$ cat config.mk
export PLATFORM = sky130hd
export DESIGN_NAME = instr_fetch_ctrl
export DESIGN_NICKNAME = d
export VERILOG_FILES = /design/src/rtl/instr_fetch_ctrl.sv
export SDC_FILE = /design/constraint.sdc
export NUM_CORES = 1
export LEC_CHECK = 0
export ABC_AREA = 0
export CAP_MARGIN = 40
export CORE_MARGIN = 2
export CORE_UTILIZATION = 42
export CTS_CLUSTER_DIAMETER = 60
export CTS_CLUSTER_SIZE = 25
export DETAILED_ROUTE_END_ITERATION = 16
export GPL_ROUTABILITY_DRIVEN = 0
export PLACE_DENSITY = 0.78
export SKIP_CTS_REPAIR_TIMING = 1
export SLEW_MARGIN = 20
export SYNTH_ARGS = -nofsm -noshare
export SYNTH_HDL_FRONTEND = slang
export SYNTH_SLANG_ARGS = --single-unit
export TNS_END_PERCENT = 1
$ cat constraint.sdc
create_clock -name clk -period 1.8 [get_ports clk]
set_input_delay 0.27 -clock clk [delete_from_list [all_inputs] [get_ports clk]]
set_output_delay 0.27 -clock clk [all_outputs]
set_load 0.05 [all_outputs]
$ cat src/rtl/instr_fetch_ctrl.sv
// Program-counter sequencer with a reset sequence, debug halt/single-step and an optional call stack.
// Optional feature macro: CALL_STACK_EN (4-entry return-address LIFO for call/ret).
module instr_fetch_ctrl (
    input  logic       clk,
    input  logic       reset,
    input  logic       jmp,
    input  logic       jmp_nz,
    input  logic [3:0] ir_nibble,
    input  logic       zero_flag,
    input  logic       call,
    input  logic       ret,
    input  logic       halt_req,
    input  logic       step_req,
    output logic [7:0] pm_addr,
    output logic [7:0] pc,
    output logic       sync_reset,
    output logic [1:0] run_state,
    output logic       step_ack,
    output logic       stack_err
);

    // state   | meaning
    // RST_SEQ | datapath held in sync reset for two cycles, pc parked at 00
    // RUN     | fetch one instruction per cycle
    // HALTED  | debug halt, pc frozen, pm_addr re-presents pc
    // STEP    | single fetch under debug, then back to HALTED
    typedef enum logic [1:0] {
        RST_SEQ = 2'd0,
        RUN     = 2'd1,
        HALTED  = 2'd2,
        STEP    = 2'd3
    } state_t;

    state_t     state;
    state_t     state_nx;
    logic       rst_cnt;
    logic       rst_cnt_nx;
    logic       sync_q;
    logic       fetch;
    logic       take_jmp;
    logic [7:0] pc_inc;
    logic [7:0] jmp_tgt;
    logic       do_push;
    logic       do_pop;
    logic [7:0] stack_top;

    assign pc_inc   = pc + 8'd1;
    assign jmp_tgt  = {pc[7:4], ir_nibble};
    assign fetch    = (state == RUN) || (state == STEP);
    assign take_jmp = jmp || (jmp_nz && !zero_flag);

`ifdef CALL_STACK_EN
    logic [7:0] stack_mem [4];
    logic [2:0] sp;
    logic [1:0] top_idx;
    logic       stk_fault;
    logic       err_q;

    assign top_idx   = sp[1:0] - 2'd1;
    assign stack_top = stack_mem[top_idx];
    assign stack_err = err_q;

    // A full push or empty pop degrades to a plain fall-through fetch.
    always_comb begin
        do_push   = 1'b0;
        do_pop    = 1'b0;
        stk_fault = 1'b0;
        if (fetch && !take_jmp) begin
            if (call) begin
                if (sp == 3'd4) stk_fault = 1'b1;
                else            do_push   = 1'b1;
            end else if (ret) begin
                if (sp == 3'd0) stk_fault = 1'b1;
                else            do_pop    = 1'b1;
            end
        end
    end

    always_ff @(posedge clk or posedge reset) begin
        if (reset) begin
            sp    <= 3'd0;
            err_q <= 1'b0;
        end else begin
            if (do_push)     sp <= sp + 3'd1;
            else if (do_pop) sp <= sp - 3'd1;
            if (stk_fault)   err_q <= 1'b1;
        end
    end

    always_ff @(posedge clk) begin
        if (do_push) stack_mem[sp[1:0]] <= pc_inc;
    end
`else
    logic unused_stack_ctl;
    assign unused_stack_ctl = call ^ ret;
    assign do_push   = 1'b0;
    assign do_pop    = 1'b0;
    assign stack_top = 8'h00;
    assign stack_err = 1'b0;
`endif

    always_comb begin
        pm_addr = pc_inc;
        case (state)
            RST_SEQ: pm_addr = 8'h00;
            HALTED:  pm_addr = pc;
            default: begin
                if (take_jmp || do_push) pm_addr = jmp_tgt;
                else if (do_pop)         pm_addr = stack_top;
                else                     pm_addr = pc_inc;
            end
        endcase
    end

    always_comb begin
        state_nx   = state;
        rst_cnt_nx = rst_cnt;
        case (state)
            RST_SEQ: begin
                if (rst_cnt == 1'b0) state_nx = RUN;
                else                 rst_cnt_nx = rst_cnt - 1'b1;
            end
            RUN: begin
                if (halt_req) state_nx = HALTED;
            end
            HALTED: begin
                if (!halt_req)     state_nx = RUN;
                else if (step_req) state_nx = STEP;
            end
            STEP:    state_nx = HALTED;
            default: state_nx = RST_SEQ;
        endcase
    end

    always_ff @(posedge clk or posedge reset) begin
        if (reset) begin
            state   <= RST_SEQ;
            rst_cnt <= 1'b1;
            sync_q  <= 1'b1;
            pc      <= 8'h00;
        end else begin
            state   <= state_nx;
            rst_cnt <= rst_cnt_nx;
            sync_q  <= (state_nx == RST_SEQ);
            if (fetch) pc <= pm_addr;
        end
    end

    assign sync_reset = reset || sync_q;
    assign run_state  = state;
    assign step_ack   = (state == STEP);

endmodule

Word-level counts from Yosys, hierarchy flattened
Index checks and enable logic that the tools add are counted.

Output and inout bits: 21. Flip-flop bits (word level): 12.

Muxes and demuxes: 8. Eq/ne operators: 3. Reduce and logical (&&, ||, !) cells: 7. $add $sub $neg: 2.

Operators by type and width (count): $pmux 8 s2 (1); $add 8x1->8 const B (1); $mux 2 (4); $mux 8 (1); $pmux 2 s4 (1); $eq 2x2->1 const B (2); $logic_not 2->1 (2); $logic_or 1x1->1 (3); $eq 2x1->1 const B (1); $logic_and 1x1->1 (1); $logic_not 1->1 (1); $mux 1 (1); $sub 1x1->1 const B (1).

Longest topological paths before layout
Gate-level depths: netlist of run 1.

Depth in word-level cells: 5. Gate-level depth with buffers: 5.

Least setup slack after synthesis of run 1
OpenSTA, ideal clock, no wires.

Path kind: reg2out. Start point: reg pc[0]. End point: out pm_addr[4]. Cell stages (with the launch flop): 6. Arrival time: 2556 ps. Path slack: -1026 ps. Cells stage by stage: dfrtp_1 ha_1 nand3_1 nor3_2 xnor2_1 o21ai_0.

Longest elaborated chain between the ends: 3.

RTL lines: start, declared (RTL line 15) `output logic [7:0] pc,`; start signal, assigned (RTL line 145) `if (fetch) pc <= pm_addr;`; $add 8x1->8 (RTL line 47) `assign pc_inc = pc + 8'd1;`; $mux 8 (RTL line 108) `if (take_jmp || do_push) pm_addr = jmp_tgt;`; $pmux 8 s2 (RTL line 104) `case (state)`; end, declared (RTL line 14) `output logic [7:0] pm_addr,`.

No other way between the ends.

Worst setup path in the final report of run 1
Start point: reg state[0], in the netlist run_state[0]. End point: out pm_addr[7].

Longest elaborated chain between the ends: 2. Elaborated cells on any way between the ends: 3. Classes of those cells: eq/ne: 1; mux: 1; reduce/logical: 1.

RTL lines: start, declared (RTL line 34) `state_t state;`; start signal, assigned (RTL line 142) `state <= state_nx;`; $eq 2x2->1 or $logic_not 2->1 (tied branches) (RTL line 104); $pmux 8 s2 (*) (RTL line 104).

Mark *: on every way between the ends. The rest lies on a longest branch, timed or not.

==> results of run 1 <==
[area by class of cell]
class	count	area share (%)
flip-flops and latches	12	20.2
repair buffers	55	36.6
multi-input cells	69	37.9
clock buffers	4	2.33
well taps	27	2.17
inverters	3	0.725
[cells in the mapped netlist, drive strengths merged, types with 3 or more instances]
master / instances
o21ai: 12
dfrtp: 10
mux2i: 3
nand2: 9
nor2: 5
nor3: 4
xor2: 3
nor2b: 3
nand3: 4
inv: 3
buf: 5
[registers in the layout, indices dropped and copies added, names as in the netlist]
signal	count
sync_q	1
rst_cnt	1
pc	8
run_state	2
[final timing paths]
kind	endpoint	start	slack (ps)	cells after the start
max	pm_addr[7]	run_state[0]$_DFF_PP0_	-120	5
min	pc[0]$_DFFE_PP0P_	reset	320	2
max reg2reg	pc[2]$_DFFE_PP0P_	pc[0]$_DFFE_PP0P_	370	6
min reg2reg	rst_cnt$_DFFE_PP1P_	rst_cnt$_DFFE_PP1P_	490	1
max in group asynchronous	pc[0]$_DFFE_PP0P_	reset	1130	2
min in group clk	rst_cnt$_DFFE_PP1P_	rst_cnt$_DFFE_PP1P_	490	1
[power groups by stage]
stage                     sequential, mW  clock [mW]  combinational (mW)
after floorplan                    0.890           0               0.968
after global placement             0.521           0                2.23
after detailed placement           0.533           0                2.26
after CTS                          0.528       0.228                2.27
after global routing               0.560       0.243                2.54
final                              0.544       0.225                2.43
[logic make-up (layout without fill, tap and decap cells)]
kind of cell    Yosys count  in the layout  share of synthesized area (%)
fa+ha+maj                 1              1                           1.50
compound gates           23             23                           16.8
flops                    12             12                           36.2
simple gates             36             36                           27.7
mux                       3              3                           3.59
xor+xnor                  5              5                           5.24
buf+inv                   9             62                           8.53
other cells               1              1                          0.449
[placed cells by master, fill, tap and decap left out, drive strengths merged, types with 2 or more instances in the layout]
| cell type | netlist | final |
|---|---|---|
| or2 | 2 | 2 |
| a31oi | 2 | 2 |
| nor2 | 5 | 5 |
| nor3 | 4 | 4 |
| o21ai | 12 | 12 |
| clkdlybuf4s50 | 0 | 7 |
| inv | 3 | 3 |
| buf | 5 | 45 |
| xnor2 | 2 | 2 |
| dlymetal6s2s | 0 | 3 |
| nand2 | 9 | 9 |
| nor2b | 3 | 3 |
| clkbuf | 1 | 4 |
| and2 | 2 | 2 |
| nand3 | 4 | 4 |
| a21oi | 2 | 2 |
| xor2 | 3 | 3 |
| mux2i | 3 | 3 |
| dfstp | 2 | 2 |
| nor4b | 2 | 2 |
| dfrtp | 10 | 10 |
| nand4 | 2 | 2 |
[worst register-to-register path, stage by stage, from the launching register on]
cell,delay (ps)
sky130_fd_sc_hd__dfrtp_4,520
sky130_fd_sc_hd__ha_4,200
sky130_fd_sc_hd__nor4b_2,150
sky130_fd_sc_hd__o21ai_1,180
sky130_fd_sc_hd__buf_4,140
sky130_fd_sc_hd__buf_4,90
sky130_fd_sc_hd__nand2_1,40
[per-layer routing]
layer | share of wire (%) | wire (um)
met2 | 52 | 1250
met5 | 0 | 0
met3 | 5.0 | 120
met1 | 42 | 1010
met4 | 1.0 | 24
==> Flow_metrics.wiki, run 1 <==
{| class="wikitable"
! Metric !! Value
|-
| Outcome || complete, but fails checks
|-
| Failing checks || setup timing
|-
| Total power divided by cell area || between 2000 and 2500 nW/um^2
|-
| Fraction of power consumed by the clock network || roughly 7.0%
|-
| Final Util || 80.9%
|-
| Routing usage on met1 || between 20% and 30%
|-
| # nets final || roughly 160
|-
| Number of max-capacitance violations reported || 0
|-
| Clock-pin slew reported for the worst setup and hold paths after clock tree synthesis || roughly 90 ps
|-
| Crit path buf inv count || 1
|-
| Combined flip-flop and latch cell area || 314 um^2
|-
| Post-synthesis instance total || 90
|-
| Number of port buffers || 30
|-
| Number of antenna violations at the first check in global routing || 0
|-
| Cell row count || 16
|-
| Pre-antenna DRT Iters || 5
|-
| Number of failing hold endpoints at the final stage || 0
|-
| Maximum vdd drop || around 1.8 mV
|-
| Post-synth EDFFs || 0
|-
| Height of the die || around 50 um
|-
| Fillers || 127
|-
| Area added between synthesis and finish || 85.9%
|-
| Number of diodes added for antenna fixing || 0
|-
| Largest net degree at the start of global routing || 13
|-
| GR Layer Usage met3 || 3.40%
|-
| Worst-path cell with the longest stage delay || sky130_fd_sc_hd__dfrtp_2
|-
| Switching fraction of total power || 51.5%
|-
| Post-layout minimum cycle time || between 1500 and 2000 ps
|-
| Flip-flop and latch count after synthesis || 12
|-
| Cell types occupying the most area after synthesis || sky130_fd_sc_hd__dfrtp_1, sky130_fd_sc_hd__o21ai_0, sky130_fd_sc_hd__dfstp_2, sky130_fd_sc_hd__buf_6, sky130_fd_sc_hd__nand2_1
|-
| Total GRT Usage || around a fifth
|-
| Leakage Power || about 0.7 nW
|-
| HP Class || in2async
|-
| I/O pin cnt || 34
|-
| Antenna violation net count after detailed routing || 0
|-
| Most Used Layer, Global Route || met2
|-
| Number of global-route vias before repair || about 800
|-
| Total congestion overflow || 0
|-
| TritonCTS clock tree || yes
|-
| Fraction of layout instances using a drive strength above 1 || a little under three fifths
|-
| Largest area contributor in the netlist || sky130_fd_sc_hd__dfrtp_1
|-
| Number of nets in the synthesized netlist || roughly 100
|-
| Routed via count || ~870
|-
| Total of warnings raised by yosys || 0
|-
| DRC || 0
|-
| CTS Root Cell || sky130_fd_sc_hd__clkbuf_4
|-
| Psw || 1.65 mW
|-
| Cell Count, Final, Fillers Out || 170
|-
| Maximum fanout along the worst path || 8
|-
| Mapped cell area || roughly 840 um^2
|-
| Peak per-stage delay on the critical path || 460 ps
|-
| Count of endpoints failing setup in the final report || 6
|-
| Effective utilization at floorplan || between 40 and 50%
|-
| Cell family with the largest share of critical-path delay || simple AND/OR/NAND/NOR gates
|-
| Clock buffers created by TritonCTS || 3
|-
| WS Path Type || reg2out
|-
| Most frequently used flop master after synthesis || sky130_fd_sc_hd__dfrtp_1
|-
| Max-slew violation total from the final report || 0
|-
| Multi-input gate area || approximately 590 um^2
|-
| Total power after layout || 3.20 mW
|-
| Minimum setup slack in the final design || -120 ps
|-
| Ratio of routed vias to standard cells || between 5 and 6
|-
| Die width || about 49 um
|-
| Instance area at placement || roughly 1400 um^2
|-
| Non-Filler Cell Area, Final || between 1500 and 2000 um^2
|-
| Routed wire length || roughly 2400 um
|-
| Signal arrival time at the worst endpoint || ~1700 ps
|-
| CTS max path bufs || 2
|-
| Worst Path Required || around 1500 ps
|-
| Met2 global-route usage || 33.8%
|-
| Placed instance count || 161
|-
| Level count of the clock H-tree || 1
|-
| Final cycle utilization of the critical path || 107%
|-
| CP Cell Sequence || nand3_2 > nor2_1 > and3_4 > mux2i_4 > buf_12
|-
| Register area share after synthesis || 36.2%
|-
| Power share of the sequential group || between 15 and 20%
|-
| Count of unique library cells instantiated by Yosys || 39
|-
| Setup repair after global routing missed its margin || yes
|-
| Area share of the largest cell type after synthesis || between 20% and 30%
|-
| Sinks on the clock net || 12
|-
| Setup TNS || -498 ps
|-
| Post-DP HPWL || 1710 um
|-
| Core footprint || a little under 2000 um^2
|-
| Async SR Flop Fraction || 100%
|-
| Share of power burned in combinational logic || about 76%
|-
| Detail-routed net length per standard cell || 14.2 um
|-
| Highest clock frequency the design can meet || between 0.5 and 0.6 GHz
|-
| Worst slack after detailed placement || -261 ps
|-
| Worst Hold Slack || between 300 and 400 ps
|-
| Avg Cell Area, Syn || a little over 9 um^2
|-
| First-pass GRT wire length || 3670 um
|-
| Crit path launch type || flop
|-
| Floorplan die area || ~2400 um^2
|-
| Critical path endpoint category || output pin
|-
| Final worst clock skew || just under 7 ps
|-
| Source-to-sink clock delay at the later pin of the worst-skew pair || 280 ps
|-
| Internal power || between 1.5 and 2 mW
|-
| Iter 0 DRT Violations || 22
|}
No activity file was read; power rests on OpenSTA's default activity.
==> run 2: changes to the inputs <==
--- a/config.mk
+++ b/config.mk
@@ -7,6 +7,7 @@
 export LEC_CHECK = 0
 export ABC_AREA = 0
 export CAP_MARGIN = 40
+export CORE_ASPECT_RATIO = 0.7
 export CORE_MARGIN = 2
 export CORE_UTILIZATION = 42
 export CTS_CLUSTER_DIAMETER = 60
==> Flow_metrics.wiki, run 2 (synthesis gave the netlist of run 1 again) <==
{| class="wikitable"
! Metric !! Value
|-
| Total power divided by cell area || approximately 2100 nW/um^2
|-
| Floorplan die area || between 2000 and 2500 um^2
|-
| Max-slew violation total from the final report || 0
|-
| Number of failing hold endpoints at the final stage || 0
|-
| Total power after layout || approximately 3.2 mW
|-
| Commonest non-fill, non-tap cells in the layout || sky130_fd_sc_hd__buf_4, sky130_fd_sc_hd__buf_12, sky130_fd_sc_hd__o21ai_0, sky130_fd_sc_hd__nand2_1, sky130_fd_sc_hd__clkdlybuf4s50_1
|-
| Routed via count || 860
|-
| Minimum setup slack in the final design || -181 ps
|-
| Pre-antenna DRT Iters || 4
|-
| Worst r2r src || pc[1]$_DFFE_PP0P_
|-
| Height of the die || between 40 and 50 um
|-
| Routed wire length || about 2400 um
|-
| Origin of the worst setup path || pc[1]$_DFFE_PP0P_
|-
| WS Path Type || reg2out
|-
| Ratio of routed vias to standard cells || 5.21
|-
| I/O pin cnt || 34
|-
| Largest register by flop count || pc
|-
| Number of max-capacitance violations reported || 0
|-
| Die width || 57.3 um
|-
| Maximum vdd drop || ~2 mV
|-
| Post-DP HPWL || around 1800 um
|-
| Count of endpoints failing setup in the final report || 5
|-
| Antenna violation net count after detailed routing || 0
|-
| Crit path launch type || flop
|-
| Clock-pin slew reported for the worst setup and hold paths after clock tree synthesis || about 90 ps
|-
| CTS Root Cell || sky130_fd_sc_hd__clkbuf_4
|-
| Most common library cell in the layout ignoring fill and taps || sky130_fd_sc_hd__buf_4
|-
| Fraction of layout instances using a drive strength above 1 || 54.5%
|-
| Number of flip-flops in the largest register || 8
|-
| R2r worst-path depth || 5
|-
| Effective utilization at floorplan || between 40% and 50%
|-
| Core footprint || between 1500 and 2000 um^2
|-
| Cell Count, Final, Fillers Out || around 170
|-
| First-pass GRT wire length || around 3700 um
|-
| Critical path endpoint category || output pin
|-
| Final worst clock skew || 11.6 ps
|-
| Signal arrival time at the worst endpoint || 1710 ps
|-
| TritonCTS clock tree || yes
|-
| Number of antenna violations at the first check in global routing || 0
|-
| Worst Path Required || between 1500 and 2000 ps
|-
| Total congestion overflow || 0
|-
| Total GRT Usage || a little over a fifth
|-
| Placed instance count || 155
|-
| Cell row count || 13
|-
| Maximum fanout along the worst path || 7
|-
| Failing checks || setup timing
|-
| Largest net degree at the start of global routing || 13
|-
| Outcome || complete, but fails checks
|-
| HP Class || in2async
|-
| Iter 0 DRT Violations || 29
|-
| Number of global-route vias before repair || 793
|-
| CTS max path bufs || 2
|-
| Highest clock frequency the design can meet || about 0.50 GHz
|-
| Setup repair after global routing missed its margin || yes
|-
| Level count of the clock H-tree || 1
|-
| Final cycle utilization of the critical path || 110%
|-
| Post-layout minimum cycle time || 1980 ps
|-
| Source-to-sink clock delay at the later pin of the worst-skew pair || about 280 ps
|-
| Sinks on the clock net || 12
|-
| Clock buffers created by TritonCTS || 3
|-
| Number of port buffers || 30
|-
| Detail-routed net length per standard cell || about 15 um
|-
| Leakage Power || 0.696 nW
|-
| Area added between synthesis and finish || 82.6%
|-
| DRC || 0
|-
| # nets final || between 150 and 200
|-
| Number of diodes added for antenna fixing || 0
|}
[run 2: cell counts in the layout (fill, tap and decap cells not counted)]
Identical to the previous run, type by type.
[run 2: final timing paths]
| kind | to | slack [ps] |
|---|---|---|
| setup / recovery | pm_addr[6] | -180 |
| hold / removal | run_state[1]$_DFF_PP0_ | 320 |
| setup reg to reg | pc[5]$_DFFE_PP0P_ | 370 |
| hold reg to reg | rst_cnt$_DFFE_PP1P_ | 480 |
| max in group asynchronous | pc[0]$_DFFE_PP0P_ | 1100 |
| min in group clk | rst_cnt$_DFFE_PP1P_ | 480 |
[run 2: cell type report]
class	instances	area, um^2
Inverter	3	11.3
Tap cell	22	27.5
Timing Repair Buffer	55	566
Sequential cell	12	314
Fill cell	114	344
Multi-Input combinational cell	69	572
Clock buffer	4	36.3
[run 2: power breakdown]
part,internal [mW],switching [mW]
Combinational,1.05,1.38
Sequential,0.387,0.140
Clock,0.123,0.101
[run 2: per-stage QoR]
stage	TNS (ps)	util [%]	area, um^2	hold WS, ps	setup WS (ps)
6_report	-580	81.6	1530	321	-181
3_5_place_dp	-1700	74.5	1390	475	-353
5_1_grt	-1130	81.6	1530	409	-266
3_3_place_gp	-1370	74.5	1390	472	-260
4_1_cts	-1870	76.5	1430	343	-360
2_1_floorplan	-392	-	921	133	-112
[run 2: critical path, cell delays in order (launching register included)]
cell and delay, ps:
sky130_fd_sc_hd__dfrtp_2 460, sky130_fd_sc_hd__ha_4 180, sky130_fd_sc_hd__nand3_4 90, sky130_fd_sc_hd__nor3_4 260
sky130_fd_sc_hd__mux2i_4 290, sky130_fd_sc_hd__buf_12 160
[run 2: metal layers]
metal,GRT usage [%],wire length (um)
met2,37.9,1220
met3,6.48,109
met1,26.2,1030
met4,6.98,56
met5,0,0
==> run 3: changes to the inputs <==
--- a/config.mk
+++ b/config.mk
@@ -5,15 +5,15 @@
 export SDC_FILE = /design/constraint.sdc
 export NUM_CORES = 1
 export LEC_CHECK = 0
-export ABC_AREA = 0
 export CAP_MARGIN = 40
 export CORE_ASPECT_RATIO = 0.7
-export CORE_MARGIN = 2
+export CORE_MARGIN = 4
 export CORE_UTILIZATION = 42
 export CTS_CLUSTER_DIAMETER = 60
 export CTS_CLUSTER_SIZE = 25
 export DETAILED_ROUTE_END_ITERATION = 16
 export GPL_ROUTABILITY_DRIVEN = 0
+export MAX_ROUTING_LAYER = met4
 export PLACE_DENSITY = 0.78
 export SKIP_CTS_REPAIR_TIMING = 1
 export SLEW_MARGIN = 20
==> Flow_metrics.wiki, run 3 (synthesis gave the netlist of run 1 again) <==
{| class="wikitable"
! Metric !! Value
|-
| R2r setup slk || about 380 ps
|-
| Fraction of power consumed by the clock network || under 10%
|-
| Setup repair after global routing missed its margin || yes
|-
| Antenna violation net count after detailed routing || 0
|-
| Clock-pin slew reported for the worst setup and hold paths after clock tree synthesis || roughly 80 ps
|-
| Fraction of layout instances using a drive strength above 1 || roughly 55%
|-
| Worst Path Required || about 1500 ps
|-
| Total congestion overflow || 0
|-
| Routing usage on met1 || about 25%
|-
| R2r worst-path depth || 5
|-
| Cell row count || 13
|-
| Total power divided by cell area || about 2100 nW/um^2
|-
| Routed via count || roughly 940
|-
| # nets final || between 150 and 200
|-
| Outcome || complete, but fails checks
|-
| CTS Root Cell || sky130_fd_sc_hd__clkbuf_4
|-
| Die width || between 60 and 70 um
|-
| Max-slew violation total from the final report || 0
|-
| Number of max-capacitance violations reported || 0
|-
| Minimum setup slack in the final design || -188 ps
|-
| Failing checks || setup timing
|-
| Worst Hold Slack || 349 ps
|-
| Height of the die || approximately 45 um
|-
| First-pass GRT wire length || roughly 4100 um
|-
| Most Used Layer, Global Route || met2
|-
| Floorplan die area || between 2000 and 3000 um^2
|-
| TritonCTS clock tree || yes
|-
| Post-layout minimum cycle time || around 2000 ps
|-
| DRC || 0
|-
| Final worst clock skew || 3.68 ps
|-
| Number of global-route vias before repair || ~890
|-
| Routed wire length || a little under 3000 um
|-
| Psw || 1.68 mW
|-
| Detail-routed net length per standard cell || roughly 18 um
|-
| Most common library cell in the layout ignoring fill and taps || sky130_fd_sc_hd__buf_4
|-
| Switching fraction of total power || between 50 and 60%
|-
| Number of failing hold endpoints at the final stage || 0
|-
| Signal arrival time at the worst endpoint || about 1700 ps
|-
| Peak per-stage delay on the critical path || between 400 and 500 ps
|-
| Crit path launch type || flop
|-
| Pre-antenna DRT Iters || 4
|-
| Post-DP HPWL || between 1500 and 2000 um
|-
| Met2 global-route usage || a little over a third
|-
| Internal power || around 1.6 mW
|-
| CTS max path bufs || 2
|-
| Number of antenna violations at the first check in global routing || 0
|-
| I/O pin cnt || 34
|-
| Power share of the sequential group || between 10% and 20%
|-
| Level count of the clock H-tree || 1
|-
| Largest net degree at the start of global routing || 13
|-
| Crit path buf inv count || 1
|-
| Share of power burned in combinational logic || 76.4%
|-
| Critical path endpoint category || output pin
|-
| Final Util || slightly above 80%
|-
| Iter 0 DRT Violations || 19
|-
| Maximum fanout along the worst path || 6
|-
| Highest clock frequency the design can meet || 0.503 GHz
|-
| Worst-path cell with the longest stage delay || sky130_fd_sc_hd__dfrtp_2
|-
| HP Class || in2async
|-
| WS Path Type || reg2out
|-
| Sinks on the clock net || 12
|-
| Maximum vdd drop || 1.97 mV
|-
| Number of flip-flops in the largest register || 8
|-
| Area added between synthesis and finish || 83.5%
|-
| Number of diodes added for antenna fixing || 0
|-
| Clock buffers created by TritonCTS || 3
|-
| Largest register by flop count || pc
|-
| Effective utilization at floorplan || approximately 45%
|-
| Source-to-sink clock delay at the later pin of the worst-skew pair || about 280 ps
|-
| Leakage Power || ~0.69 nW
|-
| Commonest non-fill, non-tap cells in the layout || sky130_fd_sc_hd__buf_4, sky130_fd_sc_hd__buf_12, sky130_fd_sc_hd__nand2_1
|-
| End of the worst register-to-register path || pc[5]$_DFFE_PP0P_
|-
| Cell family with the largest share of critical-path delay || flip-flops
|-
| Final cycle utilization of the critical path || 110%
|-
| Ratio of routed vias to standard cells || between 5 and 6
|-
| GR Layer Usage met3 || 5.14%
|-
| Core footprint || about 1900 um^2
|-
| Worst r2r src || pc[1]$_DFFE_PP0P_
|-
| Count of endpoints failing setup in the final report || 5
|-
| CP Cell Sequence || ha_4 > nand3_4 > nor3_4 > mux2i_4 > buf_12
|-
| Number of port buffers || 30
|-
| Total power after layout || ~3.2 mW
|-
| Total GRT Usage || 20.9%
|}
==> run 3: changes by cell type in the layout (fill, tap and decap cells not counted), sizes merged <==
cell  change
buf       +1
==> run 3: cell type report <==
class	count	area, um^2
clock buffers	4	36.3
well taps	22	27.5
flip-flops and latches	12	314
multi-input cells	69	576
fillers	101	337
repair buffers	56	569
inverters	3	11.3
==> run 3: worst max path at each step <==
stage                            startpoint    endpoint  slack [ps]  depth (start not counted)
final                     pc[1]$_DFFE_PP0P_  pm_addr[6]        -190                          5
after global routing      pc[1]$_DFFE_PP0P_  pm_addr[6]        -260                          5
after CTS                               jmp  pm_addr[7]        -320                          6
after detailed placement                jmp  pm_addr[7]        -290                          6
after global placement            zero_flag  pm_addr[6]        -260                          6
after floorplan           pc[1]$_DFFE_PP0P_  pm_addr[6]        -110                          4
==> run 3: metrics by stage <==
step	TNS (ps)	std cells	instance area (um^2)	setup slack, ps
global route	-1220	166	1530	-262
detailed placement	-1680	155	1390	-286
global placement	-1500	155	1390	-263
finish	-683	166	1530	-188
CTS	-1880	159	1430	-320
floorplan	-392	90	921	-112
==> run 3: power groups by stage <==
stage | Combinational [mW] | Sequential, mW | Clock (mW)
2_1_floorplan | 0.968 | 0.890 | 0
3_3_place_gp | 2.25 | 0.516 | 0
3_5_place_dp | 2.29 | 0.532 | 0
4_1_cts | 2.30 | 0.527 | 0.229
5_1_grt | 2.59 | 0.552 | 0.240
6_report | 2.48 | 0.541 | 0.226
==> run 3: worst reg2reg max path, stage by stage (launching register included) <==
cell and delay [ps]:
sky130_fd_sc_hd__dfrtp_2 480, sky130_fd_sc_hd__nand4_4 140, sky130_fd_sc_hd__nor4b_4 320, sky130_fd_sc_hd__nand2_2 110, sky130_fd_sc_hd__buf_4 150, sky130_fd_sc_hd__xnor2_1 110
==> run 3: layer usage <==
metal	wire length [um]	vias up	share of wire [%]
li1	-	426	-
met1	1240	473	42
met2	1500	37	51
met3	176	7	5.9
met4	42	0	1.4
met5	0	-	0
